### src/rtl/f1_lights_seq.sv
// f1_lights_seq -- F1 start-light sequencer.
//
// When a rising edge is seen on trigger, the lamps light one at a time, one
// lamp per en tick, filling from bit 0. All lamps then stay lit for
// delay_in+1 en ticks. After that they all go dark and lights_out pulses
// for one cycle.
//
// Parameters:
//   WIDTH    number of lamps (>= 2)
//   DELAY_W  width of the hold-delay load value and counter
//
// Ports:
//   clk        sole clock, rising edge
//   rst        synchronous active-high reset
//   en         step tick; the FSM only advances when en=1
//   trigger    start request (rising-edge detected internally)
//   delay_in   hold length in extra ticks, captured on the FILL->HOLD edge
//   data_out   thermometer-coded lamp vector
//   cmd_seq    high while filling
//   cmd_delay  high while holding all lamps lit
//   lights_out one-cycle pulse on the extinguish edge
//   busy       high whenever not idle
//
// Optional feature (macro F1_AUTO_REARM_EN):
//   When this macro is defined and trigger is still high on the extinguish
//   edge, the FSM goes straight back to FILL instead of IDLE, so the
//   sequence keeps cycling while trigger is held.

module f1_lights_seq #(
  parameter int WIDTH   = 8,
  parameter int DELAY_W = 7
) (
  input  logic               clk,
  input  logic               rst,
  input  logic               en,
  input  logic               trigger,
  input  logic [DELAY_W-1:0] delay_in,
  output logic [WIDTH-1:0]   data_out,
  output logic               cmd_seq,
  output logic               cmd_delay,
  output logic               lights_out,
  output logic               busy
);

  typedef enum logic [1:0] {
    IDLE = 2'd0,
    FILL = 2'd1,
    HOLD = 2'd2
  } state_t;

  localparam logic [DELAY_W-1:0] CNT_ONE = {{(DELAY_W-1){1'b0}}, 1'b1};

  state_t             state_reg, state_next;
  logic [WIDTH-1:0]   data_reg, data_next;
  logic [DELAY_W-1:0] cnt_reg, cnt_next;
  logic               trig_q_reg;
  logic               lights_out_reg, lights_out_next;
  logic               start;

  // trig_q follows trigger every cycle, whatever en is doing, so a start is
  // recognised even while en is low.
  assign start = trigger & ~trig_q_reg;

  always_ff @(posedge clk) begin
    if (rst) begin
      state_reg      <= IDLE;
      data_reg       <= '0;
      cnt_reg        <= '0;
      trig_q_reg     <= 1'b0;
      lights_out_reg <= 1'b0;
    end else begin
      state_reg      <= state_next;
      data_reg       <= data_next;
      cnt_reg        <= cnt_next;
      trig_q_reg     <= trigger;
      lights_out_reg <= lights_out_next;
    end
  end

  always_comb begin
    state_next      = state_reg;
    data_next       = data_reg;
    cnt_next        = cnt_reg;
    lights_out_next = 1'b0;
    case (state_reg)
      IDLE: begin
        data_next = '0;
        if (start) begin
          state_next = FILL;
        end
      end
      FILL: begin
        if (en) begin
          data_next = {data_reg[WIDTH-2:0], 1'b1};
          // The shifted value is all ones exactly when the lower WIDTH-1
          // bits are already lit.
          if (&data_reg[WIDTH-2:0]) begin
            state_next = HOLD;
            cnt_next   = delay_in;
          end
        end
      end
      HOLD: begin
        if (en) begin
          if (cnt_reg != '0) begin
            cnt_next = cnt_reg - CNT_ONE;
          end else begin
            data_next       = '0;
            lights_out_next = 1'b1;
            state_next      = IDLE;
`ifdef F1_AUTO_REARM_EN
            if (trigger) begin
              state_next = FILL;
            end
`endif
          end
        end
      end
      default: begin
        state_next = IDLE;
        data_next  = '0;
      end
    endcase
  end

  assign data_out   = data_reg;
  assign lights_out = lights_out_reg;
  assign cmd_seq    = (state_reg == FILL);
  assign cmd_delay  = (state_reg == HOLD);
  assign busy       = (state_reg != IDLE);

endmodule

### config.mk
export PLATFORM = sky130hd
export DESIGN_NAME = f1_lights_seq
export DESIGN_NICKNAME = d
export VERILOG_FILES = /design/src/rtl/f1_lights_seq.sv
export SDC_FILE = /design/constraint.sdc
export NUM_CORES = 1
export LEC_CHECK = 0
export ABC_AREA = 1
export CORE_MARGIN = 1.5
export CORE_UTILIZATION = 52
export DETAILED_ROUTE_END_ITERATION = 16
export HOLD_SLACK_MARGIN = 0.03
export PLACE_DENSITY = 0.85
export SYNTH_ARGS = -nofsm -noshare
export SYNTH_HDL_FRONTEND = slang
export SYNTH_SLANG_ARGS = --single-unit
### constraint.sdc
create_clock -name clk -period 4.2 [get_ports clk]
set_input_delay 0.84 -clock clk [delete_from_list [all_inputs] [get_ports clk]]
set_output_delay 0.84 -clock clk [all_outputs]
set_load 0.05 [all_outputs]
== After elaboration in Yosys (flattened, before gate mapping) ==
Cells that the tools add are included.
Widths: inputs -> output; s select.

* Input port bits: 11
* Flip-flop bits (word level): 19
* Logic and storage cells: 43
* Output and inout port bits: 12

* Mux-type cells: 16
* Reduce and logical (&&, ||, !) cells: 9
* Add/subtract/negate cells: 1
* Bitwise operators: 4
* Equality and inequality tests: 8

{| class="wikitable"
|+ Operators with widths
! operator !! count
|-
| $mux 7 || 4
|-
| $mux 8 || 3
|-
| $pmux 8 s2 || 1
|-
| $pmux 7 s2 || 1
|-
| $mux 2 || 5
|-
| $reduce_and 5->1 || 2
|-
| $ne 2x2->1 const B || 4
|-
| $reduce_and 7->1 || 1
|-
| $reduce_bool 7->1 || 1
|-
| $sub 7x1->7 const B || 1
|-
| $pmux 2 s3 || 1
|-
| $ne 2x1->1 const B || 2
|-
| $reduce_bool 2->1 || 2
|-
| $not 1->1 || 3
|-
| $reduce_and 3->1 || 1
|-
| $reduce_or 3->1 || 1
|-
| $eq 2x1->1 const B || 1
|-
| $eq 2x2->1 const B || 1
|-
| $logic_not 2->1 || 1
|-
| $and 1x1->1 || 1
|-
| $mux 1 || 1
|}

== Logic depth before layout (Yosys ltp) ==
Gate-level depths: netlist of run 1.

* Word-level depth: 4
* Mapped depth: 11
* Gate-level depth less buffers: 11

== Worst setup path before layout of run 1 ==
OpenSTA, ideal clock, no wires.

* Kind: register to output
* Start: register state_reg[0]
* End: output port cmd_seq
* Data arrival time: 940 ps
* Required time: 3360 ps
* Setup slack: 2420 ps
* Cell stages (with the launch flop): 3
* Path buffers: 0
* Path through: dfxtp_1 inv_2 nor2_2

* Longest elaborated chain between the ends: 1

{| class="wikitable"
|+ RTL lines
! what !! line !! source
|-
| start: declaration || 53 || <nowiki>state_t state_reg, state_next;</nowiki>
|-
| start signal: assignment || 72 || <nowiki>state_reg <= state_next;</nowiki>
|-
| $eq 2x1->1 || 128 || <nowiki>assign cmd_seq = (state_reg == FILL);</nowiki>
|-
| end: declaration || 39 || <nowiki>output logic cmd_seq,</nowiki>
|}

Every way passes these cells.

== Worst setup path in the final report of run 1 ==
* Start: register state_reg[1]
* End: output port cmd_delay

* Longest elaborated chain between the ends: 1

{| class="wikitable"
|+ RTL lines
! what !! line !! source
|-
| $eq 2x2->1 || 129 || <nowiki>assign cmd_delay = (state_reg == HOLD);</nowiki>
|-
| end: declaration || 40 || <nowiki>output logic cmd_delay,</nowiki>
|}

Every way passes these cells.

==> run summary, run 1 <==
status = finished, final reports clean
post-synthesis mux area share = 0%
diodes inserted = 0
layout cell share with drive strength beyond 1 = 7.81%
Post-CTS Hold Buffers = 0
Tcrit/Tclk final = 69.0%
Post-Synth XOR/XNOR Area = 0%
post-synthesis sequential area ratio = 37.2%
FF+latch count, synth = 19
final RePlAce weighted congestion = 0.890
vias = 1077
buffers and inverters on the worst path = 2
Post-CTS Setup Inserts = 0
Max-slew headroom = 66.5%
main area contributors after synthesis = dfxtp_1 (37%), nand2_1 (23%), nor2_1 (8.8%), inv_1 (7.0%), nand3_1 (5.4%)
commonest non-fill, non-tap cell in the layout = nand2_1
Worst-path clk slew = 110 ps
crit-path max FO = 11
row count = 15
Synth top area share = 37.2%
Final ANT Viol Nets = 0
H-tree depth = 1
gr usage total = 23.4%
CTS max path bufs = 2
largest net degree at the start of global routing = 13
vias in the first global route = 947
I/O Buffers = 22
Setup Total Neg Slack = 0 ps
area of the multi-input gates = 552 µm²
kind of critical path = reg -> out
crit-path max cell delay = 890 ps
Final Hold Vio Count = 0
CTS sink count = 19
Starting Density = 57.3%
Cell Area, Synth = 1020 µm²
Crit-path slowest cell = clkdlybuf4s50_1
Root Buffer = clkbuf_4
initial drt markers = 24
Final setup violation count = 0
global route overflow = 0
Reg-to-Reg Start = cnt_reg[0]
post-synth top area cell = dfxtp_1
compound-gate portion of the synthesized area = 8.20%
top cell family by delay on the critical path = buffers and inverters
drt drc = 0
CP Launch Type = flop
WP depth = 3
die area = 2240 µm²
vias per inst = 4.96
Peak VDD IR = 0.000590 V
Routed WL = 2230 µm
reg2reg end = cnt_reg[5]
Leak = 0.590 nW
drt first pass iters = 5
Data arrival, critical path = 2060 ps
Critical Path End = cmd_delay
Layout Area Growth over Synthesis = 26.2%
first-pass GRT wire length = 3620 µm
Mapped Cells = 168
register area = 380 µm²
Tot Pwr = 0.855 mW
die width = 47.3 µm
max-slew violation count = 0
core area = 1780 µm²
RSZ-0062 raised after global routing = false
number of flip-flops in the largest register = 8
Synth Net Count = 180
Setup Skew = 0.985 ps
max_cap viols = 0
non-filler cells, final = 217
power density cells = 663 nW/µm²
CP Capture Type = output pin
commonest non-fill, non-tap cells in the layout = nand2_1 (63), nor2_1 (24), clkdlybuf4s50_1 (22)
fillers = 155
simple-gate share of the synthesized area = 44.6%
Min-Delay Path Class = reg -> reg
clock latency on the worst-skew pair = 300 ps
I/O pins = 23
post_cts resized = 0
CP cell instances = inv_2, nor2_2, clkdlybuf4s50_1
area share of fa/ha/maj cells after synthesis = 1.22%
final design utilization = 72.4%
Avg Cell Area, Syn = 6.08 µm²
r2r setup slk = 2580 ps
initial antenna violation count = 0
Worst R2R Path Depth = 11
placed insts = 213
Nets = 205
Yosys cell types = 19
post-DP HPWL = 1680 µm
die height = 47.3 µm
Tightest Pin Transition = 501 ps
routed len/inst = 10.3 µm
crit path from = state_reg[1]
Fmax = 345 MHz
CTS Buf Count = 3
CP required = 3360 ps
CTS tree = yes
main combinational cell family by area after synthesis = simple AND/OR/NAND/NOR gates
synth warn = 0
minimum clock period = 2900 ps
[stage by stage]
step	hold slack, ps	worst slack (ps)	instance area, µm²
finish	484	1300	1290
global route	507	1210	1290
CTS	491	1330	1290
detailed placement	473	1660	1260
global placement	450	1710	1260
floorplan	472	2420	1020
[cell type report]
class | count | area share, %
multi-input combinational | 126 | 42.8
clock buffer | 3 | 1.75
sequential | 19 | 29.5
tap | 25 | 2.42
clock inverter | 1 | 0.388
inverter | 21 | 6.11
timing repair buffer | 22 | 17.1
[report_power, final]
part | switching [mW] | internal, mW | total, mW
Sequential | 0.0347 | 0.219 | 0.254
Combinational | 0.340 | 0.168 | 0.508
Clock | 0.0573 | 0.0355 | 0.0929
Total | 0.433 | 0.422 | 0.855
[Yosys cell counts]
master,instances
nor2_2,2
nand2_1,63
buf_4,1
ha_1,1
clkbuf_1,1
nand4_1,1
nor4_1,1
a21oi_1,10
or2_2,1
o21bai_1,1
o22ai_1,1
dfxtp_1,19
inv_1,19
nor2_4,1
nand2_2,5
o21ai_0,4
nand3_1,11
inv_2,2
nor2_1,24
[per-layer routing]
metal	part of all wire, %	up-vias	global-route usage (%)
met5	0	-	0
met4	1.6	0	10.0
met3	6.9	4	4.62
met2	47	39	42.4
met1	44	471	26.0
li1	-	563	-
[worst min-delay path: stages, from the launching register on]
cell	delay, ps
dfxtp_1	330
nand2_1	60
a21oi_1	50
[cells by family after synthesis]
kind of cell    after synthesis
flops                        19
compound gates               16
buf+inv                      23
simple gates                109
fa+ha+maj                     1
[worst min path at each step]
stage / from / to / cells after the start
CTS: data_out[7] / data_out[7] / 2
global placement: data_out[7] / data_out[7] / 2
finish: data_out[7] / data_out[7] / 2
floorplan: cnt_reg[0] / cnt_reg[0] / 2
global route: data_out[7] / data_out[7] / 2
detailed placement: data_out[7] / data_out[7] / 2
(Power assumes the default switching activity.)
==> run 2: changes to the inputs <==
CORE_UTILIZATION = 44   (was 52)
PLACE_DENSITY = 0.77   (was 0.85)
clock period = 2.55 ns   (was 4.2 ns; I/O delays follow)
==> run summary, run 2 (synthesis results as in run 1) <==
r2r setup slk = 890 ps
status = finished, final reports clean
crit-path max FO = 5
routed len/inst = 10.1 µm
Root Buffer = clkbuf_4
CP Launch Type = flop
CP Capture Type = output pin
Layout Area Growth over Synthesis = 27.3%
Min-Delay Path Class = reg -> reg
Setup Total Neg Slack = 0 ps
max_cap viols = 0
layout cell share with drive strength beyond 1 = 8.29%
Worst R2R Path Depth = 11
crit-path max cell delay = 840 ps
Reg-to-Reg Start = cnt_reg[0]
Max-slew headroom = 66.2%
CTS Buf Count = 3
Fmax = 423 MHz
final design utilization = 58.8%
Starting Density = 46.2%
Peak VDD IR = 0.000841 V
core area = 2210 µm²
Final Cell Area = 1300 µm²
commonest non-fill, non-tap cells in the layout = nand2_1 (63), nor2_1 (24), clkdlybuf4s50_1 (22)
non-filler cells, final = 221
CTS tree = yes
die width = 51.2 µm
Final setup violation count = 0
kind of critical path = reg -> out
vias = 1066
initial drt markers = 27
Final Hold Vio Count = 0
die height = 51.2 µm
Final ANT Viol Nets = 0
global route overflow = 0
minimum clock period = 2370 ps
largest net degree at the start of global routing = 13
dpl cell area = 1270 µm²
Data arrival, critical path = 1860 ps
Worst-path clk slew = 110 ps
H-tree depth = 1
drt drc = 0
vias per inst = 4.82
hold path start = data_out[7]
Crit-path slowest cell = clkdlybuf4s50_1
reg2reg end = cnt_reg[5]
CP required = 2040 ps
post-DP HPWL = 1700 µm
max-slew violation count = 0
number of flip-flops in the largest register = 8
CTS max path bufs = 2
gr usage total = 19.7%
I/O Buffers = 22
I/O pins = 23
Nets = 206
drt first pass iters = 4
clock latency on the worst-skew pair = 310 ps
die area = 2620 µm²
Routed WL = 2220 µm
Hold Crit Endpoint = data_out[7]
post_cts resized = 0
commonest non-fill, non-tap cell in the layout = nand2_1
final RePlAce weighted congestion = 0.838
RSZ-0062 raised after global routing = false
power density cells = 1100 nW/µm²
Tightest Pin Transition = 506 ps
Post-CTS Hold Buffers = 0
Setup Skew = 1.64 ps
top cell family by delay on the critical path = buffers and inverters
initial antenna violation count = 0
diodes inserted = 0
placed insts = 217
Post-CTS Setup Inserts = 0
Leak = 0.596 nW
vias in the first global route = 948
CP cell instances = inv_2, nor2_2, clkdlybuf4s50_1
CTS sink count = 19
fillers = 235
Hold Crit Depth = 2
buffers and inverters on the worst path = 2
Hold Worst Slack = 482 ps
first-pass GRT wire length = 3910 µm
Tcrit/Tclk final = 92.8%
row count = 17
-- run 2: changes by cell type in the layout (fill, tap and decap cells not counted), sizes merged --
cell,before,now
buf,0,1
-- run 2: power by group --
group          internal, mW  switching, mW  leakage (nW)
logic                 0.284          0.569         0.423
clock network        0.0587         0.0983        0.0177
registers             0.361         0.0551         0.155
total                 0.704          0.723         0.596
-- run 2: worst max-delay path by stage --
stage                            end          from  cells after the start
final                        cmd_seq  state_reg[0]                      3
after global routing         cmd_seq  state_reg[0]                      3
after CTS                    cmd_seq  state_reg[0]                      3
after detailed placement     cmd_seq  state_reg[0]                      3
after global placement       cmd_seq  state_reg[0]                      3
after floorplan           cnt_reg[3]  state_reg[0]                      9
-- run 2: per-stage QoR --
| stage | setup WS [ps] | total power, mW |
|---|---|---|
| floorplan | 997 | 1.08 |
| global placement | 580 | 1.25 |
| detailed placement | 533 | 1.27 |
| CTS | 167 | 1.43 |
| global route | 108 | 1.58 |
| finish | 185 | 1.43 |
-- run 2: worst reg2reg max path: stages, from the launching register on --
cell and delay (ps):
dfxtp_1 340, inv_1 110, ha_1 180, nand2_1 90, nor2_1 230, nand2_1 120
nand2_2 140, nand2_1 70, nand2_1 130, nand2_1 60, nand2_1 50, nor2_1 40
-- run 2: cell type report --
cell class,instances,area [µm²],area share [%]
clock buffers,3,22.5,1.73
inverters,21,78.8,6.06
repair buffers,23,228,17.5
clock inverters,1,5.00,0.385
multi-input cells,126,552,42.4
flip-flops and latches,19,380,29.2
well taps,28,35.0,2.69
-- run 2: metal layers --
layer / GRT usage, % / vias to the layer above / wire length, µm
li1: - / 568 / -
met1: 26.0 / 474 / 1110
met2: 31.4 / 19 / 998
met3: 2.63 / 5 / 66
met4: 9.91 / 0 / 48
met5: 0 / - / 0
==> run 3: changes to the inputs <==
ABC_AREA = default   (was 1)
CTS_CLUSTER_DIAMETER = 30   (was default)
CTS_CLUSTER_SIZE = 8   (was default)
==> run summary, run 3 <==
diodes inserted = 0
final design utilization = 59.3%
most common cell in the synthesized netlist = dfxtp_1
status = finished, final reports clean
minimum clock period = 2430 ps
fillers = 223
Nets = 157
Root Buffer = clkbuf_4
CTS sink count = 19
routed len/inst = 14.4 µm
r2r setup slk = 570 ps
die height = 51.4 µm
commonest non-fill, non-tap cell in the layout = clkdlybuf4s50_1
Synth top area share = 36.8%
FF+latch count, synth = 19
H-tree depth = 1
Avg Cell Area, Syn = 8.53 µm²
Peak VDD IR = 0.000280 V
Final Hold Vio Count = 0
Mapped Cells = 121
vias = 1044
buffers and inverters on the worst path = 2
RSZ-0062 raised after global routing = false
area of the multi-input gates = 592 µm²
CP Capture Type = output pin
register area = 380 µm²
Layout Area Growth over Synthesis = 27.2%
Reg-to-Reg Start = cnt_reg[0]
Yosys cell types = 41
commonest non-fill, non-tap cells in the layout = clkdlybuf4s50_1 (21), dfxtp_1 (19), a21oi_1 (15)
crit-path max FO = 11
post-synthesis sequential area ratio = 36.8%
Routed WL = 2490 µm
CP cell instances = nand2b_2, inv_2, clkdlybuf4s50_1
Data arrival, critical path = 1920 ps
die width = 51.4 µm
Starting Density = 46.7%
max-slew violation count = 0
drt first pass iters = 4
gr usage total = 21.5%
Hold Crit Endpoint = data_out[7]
Fmax = 412 MHz
Hold Crit Depth = 2
final RePlAce weighted congestion = 0.807
Post-CTS Setup Inserts = 0
most frequent cells after synthesis = dfxtp_1 (19), a21oi_1 (15), o21ai_0 (10)
initial antenna violation count = 0
CTS Buf Count = 3
CTS tree = yes
sequential share of power = 57.0%
main area contributors after synthesis = dfxtp_1 (37%), a21oi_1 (7.3%), o21ai_0 (4.8%), nand4_1 (4.2%), a2111oi_4 (2.7%)
post-DP HPWL = 1840 µm
combinational group share of total power = 13.9%
Final setup violation count = 0
Final ANT Viol Nets = 0
Cell Area, Synth = 1030 µm²
hold path start = data_out[7]
Min-Delay Path Class = reg -> reg
core area = 2210 µm²
largest net degree at the start of global routing = 15
CTS max path bufs = 2
CP required = 2040 ps
global route overflow = 0
Clk pwr share = 29.2%
vias per inst = 6.07
power density cells = 406 nW/µm²
max_cap viols = 0
post_cts resized = 0
clock latency on the worst-skew pair = 300 ps
Psw = 0.141 mW
Tcrit/Tclk final = 95.3%
Tot Pwr = 0.532 mW
Post-CTS Hold Buffers = 0
crit-path max cell delay = 840 ps
Worst-path clk slew = 110 ps
Synth Net Count = 133
Worst R2R Path Depth = 6
initial drt markers = 17
Sw Ratio = 26.5%
ys async rst share = 0%
Post-synth EDFFs = 0
top_reg_cell synth = dfxtp_1
I/O Buffers = 22
Setup Skew = 2.10 ps
Setup Total Neg Slack = 0 ps
layout cell share with drive strength beyond 1 = 13.9%
synth warn = 0
reg2reg end = cnt_reg[0]
Max-slew headroom = 60.3%
first-pass GRT wire length = 4310 µm
internal power = 0.391 mW
top cell family by delay on the critical path = buffers and inverters
Leak = 0.451 nW
Tightest Pin Transition = 590 ps
row count = 17
CP Launch Type = flop
kind of critical path = reg -> out
vias in the first global route = 966
die area = 2650 µm²
number of flip-flops in the largest register = 8
I/O pins = 23
post-synth top area cell = dfxtp_1
drt drc = 0
Crit-path slowest cell = clkdlybuf4s50_1
run 3: power by group through the flow:
stage | combinational (mW) | clock (mW) | sequential, mW
6_report | 0.0738 | 0.155 | 0.303
5_1_grt | 0.0796 | 0.171 | 0.304
4_1_cts | 0.0739 | 0.161 | 0.303
3_5_place_dp | 0.0735 | 0 | 0.310
3_3_place_gp | 0.0724 | 0 | 0.310
2_1_floorplan | 0.0381 | 0 | 0.314
run 3: stage by stage:
stage	std cells	cell area, µm²	setup WS, ps	hold slack, ps
finish	172	1310	120	492
global route	172	1310	36.6	548
CTS	172	1310	126	497
detailed placement	168	1280	468	475
global placement	168	1280	515	467
floorplan	121	1030	707	475
run 3: worst max path at each step:
stage / slack (ps) / endpoint / from / depth (start not counted)
detailed placement: 470 / cmd_delay / state_reg[1] / 3
global placement: 520 / cmd_delay / state_reg[0] / 3
CTS: 130 / cmd_delay / state_reg[1] / 3
floorplan: 710 / cnt_reg[1] / data_out[6] / 4
finish: 120 / cmd_delay / state_reg[1] / 3
global route: 40 / cmd_delay / state_reg[1] / 3
run 3: worst reg2reg max path, stage by stage, from the launching register on:
cell	delay, ps
dfxtp_1	340
inv_1	100
ha_1	200
nor3b_4	320
a21o_1	470
a21oi_1	180
a221oi_1	300
run 3: area by class of cell:
| class | count | area share, % |
|---|---|---|
| well taps | 28 | 2.67 |
| multi-input cells | 88 | 45.1 |
| repair buffers | 27 | 19.4 |
| clock buffers | 3 | 1.72 |
| flip-flops and latches | 19 | 29.0 |
| clock inverters | 1 | 0.381 |
| inverters | 6 | 1.72 |
run 3: logic make-up after synthesis:
group	synth area share (%)
flip-flops	36.8
AND/OR/NAND/NOR	23.0
buffers and inverters	5.82
adder cells (fa/ha/maj)	1.21
AO/OA/AOI/OAI	33.1
run 3: layer usage:
| layer | global-route usage, % | wire [µm] | vias up |
|---|---|---|---|
| met5 | 0 | 0 | - |
| met4 | 10.5 | 51 | 0 |
| met3 | 2.63 | 159 | 4 |
| li1 | - | - | 512 |
| met1 | 30.1 | 1140 | 487 |
| met2 | 32.5 | 1130 | 41 |
